## config.mk

```make
export PLATFORM = sky130hd
export DESIGN_NAME = seven_seg_scan
export DESIGN_NICKNAME = d
export VERILOG_FILES = /design/src/rtl/seven_seg_scan.sv
export SDC_FILE = /design/constraint.sdc
export NUM_CORES = 1
export LEC_CHECK = 0
export BUFFER_PORTS_ARGS = -buffer_cell sky130_fd_sc_hd__buf_2
export CAP_MARGIN = 25
export CORE_ASPECT_RATIO = 1.5
export CORE_MARGIN = 4
export CORE_UTILIZATION = 50
export DETAILED_ROUTE_END_ITERATION = 12
export GPL_TIMING_DRIVEN = 0
export PLACE_DENSITY_LB_ADDON = 0.2
export SYNTH_ARGS = -nofsm -noshare
export SYNTH_HDL_FRONTEND = slang
export SYNTH_SLANG_ARGS = --single-unit
```

## constraint.sdc

```tcl
create_clock -name clk -period 5.1 [get_ports clk]
set_clock_uncertainty 0.05 [all_clocks]
set_input_delay 1.02 -clock clk [delete_from_list [all_inputs] [get_ports clk]]
set_output_delay 1.02 -clock clk [all_outputs]
set_load 0.005 [all_outputs]
```

## src/rtl/seven_seg_scan.sv

```systemverilog
// Time-multiplexed seven-segment scanner with a double-buffered frame,
// per-digit blanking and commit of new data only at frame boundaries.
module seven_seg_scan #(
    parameter int unsigned NUM_DIGITS     = 4,
    parameter int unsigned SEG_W          = 7,
    parameter int unsigned PERIOD         = 40000,
    parameter int unsigned CBITS          = 16,
    parameter bit          SEG_ACTIVE_LOW = 1'b0,
    parameter bit          AN_ACTIVE_LOW  = 1'b0
) (
    input  logic                          clk,
    input  logic                          rst,
    input  logic [NUM_DIGITS*SEG_W-1:0]   seg_data,
    input  logic                          load,
    input  logic [NUM_DIGITS-1:0]         blank_mask,
    output logic [SEG_W-1:0]              segment,
    output logic [NUM_DIGITS-1:0]         digit_en,
    output logic                          tick,
    output logic                          frame_start,
    output logic                          update_pending
);

    localparam int unsigned IDX_W   = (NUM_DIGITS > 1) ? $clog2(NUM_DIGITS) : 1;
    localparam int unsigned FRAME_W = NUM_DIGITS * SEG_W;

    localparam logic [CBITS-1:0]      CNT_LAST = CBITS'(PERIOD - 1);
    localparam logic [IDX_W-1:0]      IDX_LAST = IDX_W'(NUM_DIGITS - 1);
    localparam logic [SEG_W-1:0]      SEG_OFF  = {SEG_W{SEG_ACTIVE_LOW}};
    localparam logic [NUM_DIGITS-1:0] AN_OFF   = {NUM_DIGITS{AN_ACTIVE_LOW}};

    logic [CBITS-1:0]      r_cnt;
    logic [IDX_W-1:0]      r_idx;
    logic [FRAME_W-1:0]    r_shadow;
    logic [FRAME_W-1:0]    r_active;

    logic                  w_slot_end;
    logic                  w_boundary;
    logic                  w_commit;
    logic [IDX_W-1:0]      w_idx_next;
    logic [FRAME_W-1:0]    w_frame;
    logic [SEG_W-1:0]      w_digits [NUM_DIGITS];
    logic [SEG_W-1:0]      w_pattern;
    logic                  w_blank;
    logic [NUM_DIGITS-1:0] w_onehot;

    // Frame currently on display, including a commit happening this very edge
    for (genvar k = 0; k < NUM_DIGITS; k++) begin : g_unpack
        assign w_digits[k] = w_frame[k*SEG_W +: SEG_W];
    end

    // Slot sequencing; idx=0 after reset so the first decrement wraps to the top digit
    always_comb begin
        w_slot_end = 1'b0;
        w_boundary = 1'b0;
        w_commit   = 1'b0;
        w_idx_next = r_idx;
        w_frame    = r_active;
        w_pattern  = '0;
        w_blank    = 1'b0;
        w_onehot   = '0;

        w_slot_end = (r_cnt == CNT_LAST);
        w_idx_next = (r_idx == '0) ? IDX_LAST : (r_idx - IDX_W'(1));
        w_boundary = w_slot_end && (r_idx == '0);
        w_commit   = w_boundary && update_pending;
        w_frame    = w_commit ? r_shadow : r_active;
        w_pattern  = w_digits[w_idx_next];
        w_blank    = blank_mask[w_idx_next];
        w_onehot   = NUM_DIGITS'(1) << w_idx_next;
    end

    always_ff @(posedge clk) begin
        if (rst) begin
            r_cnt          <= '0;
            r_idx          <= '0;
            r_shadow       <= '0;
            r_active       <= '0;
            update_pending <= 1'b0;
            tick           <= 1'b0;
            frame_start    <= 1'b0;
            segment        <= SEG_OFF;
            digit_en       <= AN_OFF;
        end else begin
            tick        <= w_slot_end;
            frame_start <= w_boundary;

            if (w_slot_end) begin
                r_cnt    <= '0;
                r_idx    <= w_idx_next;
                segment  <= (w_blank ? '0 : w_pattern) ^ SEG_OFF;
                digit_en <= (w_blank ? '0 : w_onehot) ^ AN_OFF;
            end else begin
                r_cnt <= r_cnt + CBITS'(1);
            end

            if (w_commit) begin
                r_active <= r_shadow;
            end

            // A load on a boundary edge lands after the commit and keeps pending set
            if (load) begin
                r_shadow       <= seg_data;
                update_pending <= 1'b1;
            end else if (w_commit) begin
                update_pending <= 1'b0;
            end
        end
    end

endmodule

```

==> results.json <==
{
  "p_per_area_nw_per_um2": 299,
  "routabilityCongestion": 0.874,
  "relSlewSlack_pct": 52.7,
  "post-cts-setup-buffer-count": 0,
  "final_common_cell": "dfxtp_1",
  "vdd_drop_max_v": 0.000188,
  "crit_path_start": "r_idx[0]",
  "most-common-layout-cells": "dfxtp_1, nand2_1, nor2_1, buf_2, mux2i_1",
  "syn_nets": 469,
  "diodes": 0,
  "clockRootBuffer": "clkbuf_8",
  "first_pass_iters": 4,
  "fin_area_um2": 4350,
  "drv_cap": 0,
  "fin_util_pct": 59.4,
  "period_share_pct": 47.6,
  "cp.arrival_ps": 2690,
  "dieArea_um2": 9050,
  "placed_area_um2": 4140,
  "setup_viol": 0,
  "pwr-share-clk_pct": 40.3,
  "status": "finished, final reports clean",
  "required_ps": 5360,
  "die_x_um": 79.0,
  "tightestPinTransition_ps": 710,
  "initial_core_util_pct": 51.7,
  "vias_per_cell": 5.23,
  "portBuffers": 46,
  "seqPwrFrac_pct": 54.9,
  "setup_ws_ps": 2670,
  "clkSlewWorstSetupHoldPaths_ps": 80,
  "seqCellArea_um2": 1760,
  "grt_pass1_wl_um": 14700,
  "rows": 38,
  "p_switching_uw": 282,
  "post-place-ws_ps": 2430,
  "crit_type": "reg2reg",
  "h-tree-depth": 3,
  "r2r-start": "r_idx[0]",
  "tns_ps": 0,
  "power.leakage_uw": 0.00169,
  "hp-start": "r_active[8]",
  "cts_hold_buffers": 0,
  "cts_tree": "built",
  "ios": 49,
  "grtUsageTotal_pct": 21.1,
  "vias": 3089,
  "synth_edf_count": 0,
  "layout.nets": 526,
  "drt_iter0_markers": 155,
  "worst-path-max-fanout": 7,
  "die_h_um": 115,
  "multi_input_area_um2": 1900,
  "clock_latency_ps": 370,
  "swShare_pct": 21.7,
  "core-area_um2": 7320,
  "cp-start-kind": "register",
  "synth-seq-cells": 88,
  "globalRouteOverflowTotal": 0,
  "comb_power_share_pct": 4.8,
  "synth_seq_area_share_pct": 46.6,
  "antenna_found_initial": 0,
  "power.internal_uw": 1020,
  "ys.flop_type": "dfxtp_1",
  "hold_violations": 0,
  "dp.final_hpwl_um": 6870,
  "slew_violations": 0,
  "clock_path_buffers": 2,
  "postSynth.asyncResetShare_pct": 0,
  "ys_warn_count": 0,
  "routed_wirelength_um": 8750,
  "syn_to_final_growth_pct": 15.0,
  "nFillCells": 716,
  "crit_path_end_kind": "register",
  "hp-class": "reg2reg",
  "synth_cell_types": 47,
  "max_clock_freq_mhz": 412,
  "ant_nets": 0,
  "drc": 0,
  "numCtsBuffers": 9,
  "cts_resized": 0,
  "layout-drive-gt1-share_pct": 16.3,
  "grt_pass1_vias": 3102,
  "avgSynthCellArea_um2": 8.82,
  "syn_area_um2": 3780,
  "grt_setup_unrepaired": "false",
  "min_period_ps": 2430,
  "avgRoutedWirePerCell_um": 14.8,
  "synth_cells": 429,
  "numClockSinks": 88,
  "grt_max_degree": 14
}
==> synth_stat cells, drive strengths merged, types with 3 or more instances <==
master | count | share of area, %
a21boi | 7 | 1.5
and3 | 5 | 0.83
buf | 11 | 1.4
mux2i | 35 | 9.3
nand3 | 12 | 1.9
o21ai | 13 | 1.7
inv | 6 | 0.60
nor4 | 5 | 1.4
a22o | 5 | 1.2
nand2 | 85 | 8.5
a211oi | 8 | 1.6
a21oi | 29 | 3.8
and2 | 3 | 0.50
nor3 | 10 | 2.1
dfxtp | 88 | 47
nand4 | 5 | 0.83
nor2 | 54 | 5.6
xor2 | 9 | 2.1
xnor2 | 5 | 1.2
clkbuf | 12 | 1.2
ha | 5 | 1.7
o2111ai | 5 | 1.2
==> kinds of logic after synthesis <==
kind of cell,Yosys count,share of synthesized area (%)
flip-flops,88,46.6
AO/OA/AOI/OAI,72,12.6
adder cells (fa/ha/maj),5,1.65
multiplexers,36,9.85
AND/OR/NAND/NOR,185,22.9
buffers and inverters,29,3.21
XOR/XNOR,14,3.24
==> registers in the layout, indices dropped and copies added (netlist names) <==
name,cells
segment,7
update_pending,1
r_active,28
digit_en,4
tick,1
r_idx,2
r_shadow,28
frame_start,1
r_cnt,16
==> through the flow <==
step           hold WS [ps]  instances  total power [uW]
3_3_place_gp            386        575               791
2_1_floorplan           378        429               767
3_5_place_dp            390        575               794
4_1_cts                 401        591              1310
6_report                398        591              1300
5_1_grt                 421        591              1350
==> cell type report <==
cell class	instances	share of cell area, %
Sequential cell	88	40.5
Timing Repair Buffer	46	5.29
Multi-Input combinational cell	312	43.7
Buffer	23	2.27
Tap cell	100	2.87
Clock buffer	13	3.42
Clock inverter	3	1.49
Inverter	6	0.517
==> routing by layer <==
metal,GRT usage [%],vias to the layer above,wire (um)
li1,-,1591,-
met1,22.4,1419,3500
met2,38.3,56,4650
met3,3.86,23,333
met4,12.0,0,273
met5,0,-,0
==> worst max-delay path: stages, from the launching register on <==
cell       delay, ps
dfxtp_1          510
inv_1            110
ha_1             390
mux4_2           390
nor4_2           470
o2111ai_1        260
o21ai_1          170
==> power by group through the flow <==
stage	clock (uW)	sequential [uW]	combinational, uW
after CTS	535	715	63.0
after global placement	0	731	60.6
final	525	715	61.9
after floorplan	0	726	40.6
after global routing	562	717	70.5
after detailed placement	0	731	62.7
==> final timing paths <==
path                            cells after the start  slack (ps)           to
worst max-delay path                                6        2670   segment[5]
worst min-delay path                                2         400  r_active[8]
worst max register to register                      6        2670   segment[5]
worst min register to register                      2         400  r_active[8]
(Power assumes the default switching activity.)
